$ cat src/rtl/if_stage_pkg.sv
// Shared constants and types for the instruction-fetch stage.
// Holds the reset PC, the FSM encoding and the buffered {pc, inst} entry layout.
package if_stage_pkg;

    localparam logic [31:0] RESET_PC  = 32'h1c00_0000;
    localparam int          BUF_DEPTH = 2;

    localparam logic TRUE   = 1'b1;
    localparam logic FALSE  = 1'b0;
    localparam logic RestEn = 1'b1;

    localparam logic [0:0] ST_RUN  = 1'b0;
    localparam logic [0:0] ST_HALT = 1'b1;

    typedef struct packed {
        logic [31:0] pc;
        logic [31:0] inst;
    } fetch_entry_t;

    // Word-align by masking so every address bit participates in the expression.
    function automatic logic [31:0] word_align(input logic [31:0] addr);
        return addr & 32'hffff_fffc;
    endfunction

endpackage

$ cat src/rtl/if_stage_inst_buffer.sv
// Two-entry FIFO of fetched {pc, inst} pairs sitting between the SRAM and decode.
// Clear wins over push and pop so a redirect leaves the queue empty.
module inst_buffer
    import if_stage_pkg::*;
(
    input  logic         clk,
    input  logic         reset,
    input  logic         i_push,
    input  fetch_entry_t i_push_entry,
    input  logic         i_pop,
    input  logic         i_clear,
    output fetch_entry_t o_head,
    output logic [1:0]   o_count
);

    fetch_entry_t r_mem [BUF_DEPTH];
    logic         r_head;
    logic         r_tail;
    logic [1:0]   r_count;

    logic w_do_pop;
    logic w_do_push;

    assign w_do_pop  = i_pop && (r_count != 2'd0);
    assign w_do_push = i_push && ((r_count != 2'd2) || w_do_pop);

    always_ff @(posedge clk) begin
        if (reset == RestEn) begin
            for (int i = 0; i < BUF_DEPTH; i++) begin
                r_mem[i] <= '0;
            end
            r_head  <= 1'b0;
            r_tail  <= 1'b0;
            r_count <= 2'd0;
        end else if (i_clear) begin
            r_head  <= 1'b0;
            r_tail  <= 1'b0;
            r_count <= 2'd0;
        end else begin
            if (w_do_push) begin
                r_mem[r_tail] <= i_push_entry;
                r_tail        <= ~r_tail;
            end
            if (w_do_pop) begin
                r_head <= ~r_head;
            end
            case ({w_do_push, w_do_pop})
                2'b10:   r_count <= r_count + 2'd1;
                2'b01:   r_count <= r_count - 2'd1;
                default: r_count <= r_count;
            endcase
        end
    end

    assign o_head  = r_mem[r_head];
    assign o_count = r_count;

endmodule

$ cat src/rtl/if_stage.sv
// Instruction-fetch stage: owns the PC, issues SRAM reads under a credit limit,
// and hands {pc, inst} pairs to decode; redirect/flush discard all wrong-path work.
module if_stage
    import if_stage_pkg::*;
(
    input  logic        clk,
    input  logic        reset,
    output logic        inst_sram_en,
    output logic [31:0] inst_sram_addr,
    input  logic [31:0] inst_sram_rdata,
    input  logic        redirect_valid,
    input  logic [31:0] redirect_pc,
    input  logic        flush,
    output logic        right_valid,
    input  logic        right_ready,
    output logic [31:0] out_pc,
    output logic [31:0] out_inst
);

    logic [0:0]   r_state;
    logic [31:0]  r_pc;
    logic         r_inflight;
    logic [31:0]  r_inflight_pc;

    logic         w_kill;
    logic [31:0]  w_fetch_pc;
    logic [31:0]  w_fetch_aligned;
    logic         w_pop;
    logic         w_inflight_live;
    logic [1:0]   w_count;
    logic [1:0]   w_count_eff;
    logic [2:0]   w_occupancy;
    logic         w_credit_ok;
    logic         w_issue;
    fetch_entry_t w_push_entry;
    fetch_entry_t w_head;

    assign w_kill          = redirect_valid | flush;
    assign w_fetch_pc      = redirect_valid ? redirect_pc : r_pc;
    assign w_fetch_aligned = word_align(w_fetch_pc);

    // A killed cycle sees an empty queue: the buffer is cleared, the returning
    // word is dropped and any pop is void, so a redirect always gets a credit.
    assign w_pop           = right_valid & right_ready & ~w_kill;
    assign w_inflight_live = r_inflight & ~w_kill;
    assign w_count_eff     = w_kill ? 2'd0 : w_count;
    assign w_occupancy     = {1'b0, w_count_eff} + {2'b00, w_inflight_live} - {2'b00, w_pop};
    assign w_credit_ok     = (w_occupancy < 3'd2);

    assign w_issue = ((r_state == ST_RUN) | redirect_valid)
                   & ~(flush & ~redirect_valid)
                   & w_credit_ok
                   & ~reset;

    assign inst_sram_en   = w_issue;
    assign inst_sram_addr = w_fetch_aligned;

    always_ff @(posedge clk) begin
        if (reset == RestEn) begin
            r_state       <= ST_RUN;
            r_pc          <= RESET_PC;
            r_inflight    <= FALSE;
            r_inflight_pc <= '0;
        end else begin
            if (redirect_valid) begin
                r_state <= ST_RUN;
            end else if (flush) begin
                r_state <= ST_HALT;
            end
            r_inflight <= w_issue;
            if (w_issue) begin
                r_pc          <= w_fetch_aligned + 32'd4;
                r_inflight_pc <= w_fetch_aligned;
            end else if (redirect_valid) begin
                r_pc <= w_fetch_aligned;
            end
        end
    end

    assign w_push_entry.pc   = r_inflight_pc;
    assign w_push_entry.inst = inst_sram_rdata;

    inst_buffer u_buf (
        .clk          (clk),
        .reset        (reset),
        .i_push       (w_inflight_live),
        .i_push_entry (w_push_entry),
        .i_pop        (w_pop),
        .i_clear      (w_kill),
        .o_head       (w_head),
        .o_count      (w_count)
    );

    assign right_valid = (w_count != 2'd0);
    assign out_pc      = w_head.pc;
    assign out_inst    = w_head.inst;

endmodule

$ cat config.mk
export PLATFORM = sky130hd
export DESIGN_NAME = if_stage
export DESIGN_NICKNAME = d
export VERILOG_FILES = /design/src/rtl/if_stage_pkg.sv /design/src/rtl/if_stage_inst_buffer.sv /design/src/rtl/if_stage.sv
export SDC_FILE = /design/constraint.sdc
export NUM_CORES = 1
export LEC_CHECK = 0
export ABC_AREA = 1
export BUFFER_PORTS_ARGS = -buffer_cell sky130_fd_sc_hd__buf_2
export CAP_MARGIN = 10
export CELL_PAD_IN_SITES_DETAIL_PLACEMENT = 1
export CELL_PAD_IN_SITES_GLOBAL_PLACEMENT = 1
export CORE_MARGIN = 1
export CORE_UTILIZATION = 43
export DETAILED_ROUTE_END_ITERATION = 8
export PLACE_DENSITY_LB_ADDON = 0.1
export SETUP_SLACK_MARGIN = 0.15
export SLEW_MARGIN = 20
export SYNTH_ARGS = -nofsm -noshare
export SYNTH_HDL_FRONTEND = slang
export SYNTH_HIERARCHICAL = 1
export SYNTH_SLANG_ARGS = --single-unit
$ cat constraint.sdc
create_clock -name clk -period 3.65 [get_ports clk]
set_clock_uncertainty 0.05 [all_clocks]
set_input_delay 0.1825 -clock clk [delete_from_list [all_inputs] [get_ports clk]]
set_output_delay 0.1825 -clock clk [all_outputs]
set_load 0.005 [all_outputs]
# Word-level counts from Yosys, hierarchy flattened
# Memories as Yosys holds them, arrays and structs flattened. A register that Yosys moved wholly into a read port is not among the register bits.
# Index checks and enable logic that the tools add are counted.
# totals
register_bits,68
mem_bits_rw,124
inputBits,69
out_inout_bits,98
wordCells,58
n_memories,1
# classes
add_sub_neg,5
order_cmp,1
eq_ne,3
n_mux,16
bitwise_logic,16
n_reduce_logical,9
# mem_list
memory,words,width,read_ports,rd_ports_with_merged_regs,write_ports,line,rtl
u_buf.r_mem,2,62,1,1,2,if_stage_inst_buffer.sv:16,fetch_entry_t r_mem [BUF_DEPTH];
# ops
operator,n
$mux W32,3
$mux W62,1
$reduce_or A62 Y1,1
$add A32 B3 Y32 const B,1
$mux W1,10
$and A1 B1 Y1,7
$not A1 Y1,7
$reduce_bool A2 Y1,3
$pmux W2 S2,1
$reduce_or A2 Y1,2
$add A2 B1 Y3,1
$lt A3 B2 Y1 const B,1
$sub A3 B1 Y3,1
$add A2 B1 Y2 const B,1
$eq A2 B1 Y1 const B,1
$eq A2 B2 Y1 const B,1
$logic_and A1 B1 Y1,2
$mux W2,1
$ne A2 B2 Y1 const B,1
$or A1 B1 Y1,2
$sub A2 B1 Y2 const B,1
$logic_or A1 B1 Y1,1

# Logic depth before layout (Yosys ltp)
# logic_depth
depth_word,12
depth_mapped,19
depth_no_buf,18

# Hierarchy
# Netlist, hierarchy kept.
# by_module_without_submodules
mod,n_inst,cells_each,area_per_inst_um2
inst_buffer,1,444,5733.0
if_stage,1,561,3668.5

# Least setup slack after synthesis
# No wires, ideal clock.
# synth_path
kind,input-to-reg
startpoint,input redirect_valid
endpoint,"memory u_buf/r_mem[0][0] (netlist name), enable pin"
setup_ps,424
arrival_ps,2566
required_ps,3176
slack_ps,610
cell_stages,8
path_buffers,3
cell_sequence,buf_6 -> nor2_4 -> inv_1 -> nor2_1 -> nand3_2 -> buf_4 -> buf_6 -> nand2_1
# synth_lines
element,line,rtl
from (decl),if_stage.sv:11,"input logic redirect_valid,"
to (decl),if_stage_inst_buffer.sv:16,

# Final worst setup path
# layout_path
startpoint,"register u_buf.r_count[1], in the netlist u_buf/o_count[1]"
endpoint,output inst_sram_en
# layout_between
elab_chain_len,7
elab_cells_between_ends,9
# layout_rtl
element,line,rtl
from (decl),if_stage_inst_buffer.sv:19,logic [1:0] r_count;
from (signal assigned),if_stage_inst_buffer.sv:48,2'b10: r_count <= r_count + 2'd1;
from (signal assigned),if_stage_inst_buffer.sv:49,2'b01: r_count <= r_count - 2'd1;
from (signal assigned),if_stage_inst_buffer.sv:50,default: r_count <= r_count;
$reduce_bool A2 Y1,if_stage.sv:94,assign right_valid = (w_count != 2'd0);
$and A1 B1 Y1 (2 in series),if_stage.sv:44,assign w_pop = right_valid & right_ready & ~w_kill;
via w_pop,if_stage.sv:28,logic w_pop;
$sub A3 B1 Y3,if_stage.sv:47,"assign w_occupancy = {1'b0, w_count_eff} + {2'b00, w_inflight_live} - {2'b00, w_pop};"
$lt A3 B2 Y1,if_stage.sv:48,assign w_credit_ok = (w_occupancy < 3'd2);
$and A1 B1 Y1,if_stage.sv:52,& w_credit_ok
$and A1 B1 Y1,if_stage.sv:53,& ~reset;
to (decl),if_stage.sv:8,"output logic inst_sram_en,"
# The timed path passes the listed nets, and every way through them passes these cells.

==> summary.txt <==
STA
  – Final Setup Violations: 0
  – Worst slew margin: 0.481
  – Hold Fails Final Rpt: 0
  – F_max: 0.310 GHz
  – Fin. max-slew vios: 0
  – Final min period: 3.23 ns
  – Period utilisation layout: 0.884
  – RSZ-0062 raised after global routing: false
  – Sum Neg Setup Slack: 0 ns
  – Worst Tran Pin Value: 0.779 ns

GRT
  – Number of global-route vias before repair: 6960
  – Pin count of the biggest net entering global routing: 66
  – Global-route wire length before repair: 35800 µm
  – Total grt overflow: 0
  – Initial antenna violation count: 0
  – GR Util All Layers: 0.208

Synthesis
  – Share of synthesized registers carrying an async set or reset: 0
  – Post-synthesis adder-cell area fraction: 0.00612
  – Post-Synth Simple-Gate Area: 0.227
  – Post-synth EDFFs: 128
  – Mapped Area: 9400 µm²
  – Seq cells post-synth: 195
  – Ys Warns: 6
  – Mapped Cells: 1005
  – Avg Synthesized Cell Area: slightly above 9 µm²
  – Post-synthesis compound-gate area fraction: 0.0463
  – Post-synthesis mux area share: 0.0767
  – Share of the synthesized area in the top cell type: 0.409
  – Most common flop cell mapped by yosys: edfxtp_1
  – Largest area contributor in the netlist: edfxtp_1
  – Synth Area in XOR/XNOR: 0.00466
  – Yosys cell types: 42
  – Combinational family with the most area after synthesis: simple AND/OR/NAND/NOR gates
  – Area contributors post-synth: edfxtp_1, dfxtp_1, nor2_1
  – Post-synthesis sequential area ratio: 0.552

Pwr
  – Psw: between 0.001 and 0.0015 W
  – Switching Share: 0.256
  – Leak Pwr: 4.68 nW
  – Peak supply drop: around 0.32 mV
  – Share of total power in combinational logic: 0.101
  – Clk pwr share: 0.372
  – Cell Int Power: 0.00351 W
  – Sequential share of power: 0.526
  – Power per cell area: 431 nW/µm²

Clock tree
  – Post-CTS Hold Fix Bufs: 0
  – Post-CTS setup buffers: 0
  – CTS tree: yes
  – Clock root buffer: clkbuf_16
  – Gates resized, CTS repair: 0
  – TritonCTS Buffers: 17
  – CTS max path bufs: 2
  – Sink Count: approximately 200
  – Htree depth: 4
  – Clock Pin Slew Worst Setup and Hold Paths: 0.07 ns
  – Worst-skew pair later-pin latency: 0.43 ns

Floorplanning
  – IO Count: 167
  – DIE AREA: 22500 µm²
  – Initial core utilization: 0.443
  – Die H: 150 µm
  – Cell row count: 53
  – Core area: 21200 µm²
  – Die W: 150 µm

Worst setup path
  – WP buf/inv: 4
  – Worst path arrival time: around 3.0 ns
  – Crit path cell chain: nor2_1 -> nor2_1 -> ha_1 -> inv_1 -> nand2_1 -> fa_1 -> inv_1 -> nor2_1 -> nand2_1 -> nor2_4 -> buf_4 -> buf_2
  – CP top delay family: adder cells
  – Largest stage delay, worst path: 0.50 ns
  – Critical Path Sink Type: output pin
  – Crit path max fanout: 45
  – Kind of critical path: reg2out
  – Worst setup SP type: flip-flop
  – Required @ worst endpoint: 3.42 ns
  – CP max stage cell: fa_1
  – Most common cell on crit path: nor2_1

Final layout
  – Diode count: 0
  – Finished Layout Cells: 1442
  – Layout cells sized above 1: 0.287
  – Area Growth Syn to Fin: 16.2%
  – Sequential cell area: 5190 µm²
  – Final nets: between 1000 and 1500
  – Multi-input logic area: 3420 µm²
  – Fill count: 2497

Drt
  – Vias: 7059
  – Antenna Nets Post-Route: 0
  – Pre-Repair DR Iteration Count: 4
  – Vias per Instance: 4.90
  – DRC: 0
  – 1st-iter DRT viols: 316
  – Total length of routed wires: 22800 µm
  – Avg WL per Cell: 15.8 µm

Placement
  – Placed wire-length estimate: 15900 µm
  – Placer Congestion: 0.855
  – Placed insts: 1411
  – Port Buffers: 162

Hold path
  – Worst Hold Class: in2reg

Run
  – Max-cap check violation count: 0

Run status
  – Status: complete, no violations
-- worst min-delay path, cell delays in order --
cell,delay (ns)
buf_2,0.11
o21ai_1,0.09
nor2_1,0.08
-- stage by stage --
stage / utilization / instance area, µm² / total power [W] / hold slack (ns) / setup WS, ns
finish: 0.515 / 10900 / 0.00471 / 0.0137 / 0.423
global route: 0.515 / 10900 / 0.00490 / 0.0170 / 0.165
CTS: 0.515 / 10900 / 0.00476 / 0.00104 / 0.343
detailed placement: 0.489 / 10400 / 0.00301 / 0.410 / 0.532
global placement: 0.489 / 10400 / 0.00300 / 0.402 / 0.575
floorplan: - / 9410 / 0.00282 / 0.283 / 0.610
-- power groups by stage --
stage          clock network, W  registers, W  logic (W)
2_1_floorplan                 0       0.00252   0.000303
3_3_place_gp                  0       0.00252   0.000472
3_5_place_dp                  0       0.00253   0.000481
4_1_cts                 0.00180       0.00248   0.000486
5_1_grt                 0.00187       0.00249   0.000538
6_report                0.00175       0.00248   0.000477
-- final timing paths --
check	from	to	slack (ns)	depth (start not counted)
setup / recovery	u_buf/o_count[1]$_SDFFE_PP0P_	inst_sram_en	0.42	12
hold / removal	flush	r_state$_SDFFE_PP0P_	0.01	3
setup reg to reg	u_buf/o_count[1]$_SDFFE_PP0P_	r_pc[30]$_SDFFE_PP0P_	0.55	17
hold reg to reg	r_inflight_pc[26]$_SDFFE_PP0P_	r_inflight_pc[26]$_SDFFE_PP0P_	0.42	2
-- cell type report --
| cell class | count | area share |
|---|---|---|
| tap | 275 | 0.0315 |
| multi-input combinational | 641 | 0.313 |
| clock inverter | 14 | 0.0111 |
| clock buffer | 17 | 0.0389 |
| sequential | 195 | 0.475 |
| timing repair buffer | 173 | 0.0864 |
| inverter | 127 | 0.0441 |
-- Yosys cell counts, types with 2 or more instances --
master and number:
nor2_1 218, nand2_1 176, edfxtp_1 128, inv_1 122
dfxtp_1 67, mux2_2 64, nand2_2 28, nand3_1 27
a21oi_1 23, a211oi_1 18, buf_6 16, o21ai_0 16
buf_2 15, nor2_2 11, nand4_1 8, clkbuf_1 7
nor2_4 6, o21ai_1 6, buf_4 5, xor2_1 5
inv_2 4, nor3_1 4, o21ai_2 4, a31oi_1 3
ha_1 3, nand3_2 3, nand3b_1 2, nor3_2 2
-- sequential cells by signal, indices dropped and copies added (netlist names), named ones only --
name	cells
r_inflight_pc	30
u_buf/o_count	2
u_buf/r_tail	1
u_buf/r_mem	128
u_buf/r_head	1
r_inflight	1
r_pc	30
r_state	1
-- kinds of logic after synthesis --
family | Yosys count
buffers and inverters | 172
flip-flops | 195
adder cells (fa/ha/maj) | 4
multiplexers | 64
other | 1
AND/OR/NAND/NOR | 491
XOR/XNOR | 5
AO/OA/AOI/OAI | 73
-- placed cells by master (no fill, tap or decap), drive strengths merged, types with 4 or more instances in the layout --
cell / n
nor2: 236
nand2: 205
buf: 173
inv: 134
edfxtp: 128
dfxtp: 67
mux2: 64
nand3: 31
o21ai: 26
a21oi: 23
a211oi: 18
clkbuf: 17
nand4: 9
nor3: 6
xor2: 5
conb: 4
clkinv: 4
-- metal layers --
metal  vias up  GRT usage  routed length [µm]
met5         -          0                   0
met4         0     0.0606                 262
met3        16     0.0299                 918
met2       148      0.352               11000
met1      3364      0.277               10600
li1       3531          -                   -
(Power assumes the default switching activity.)
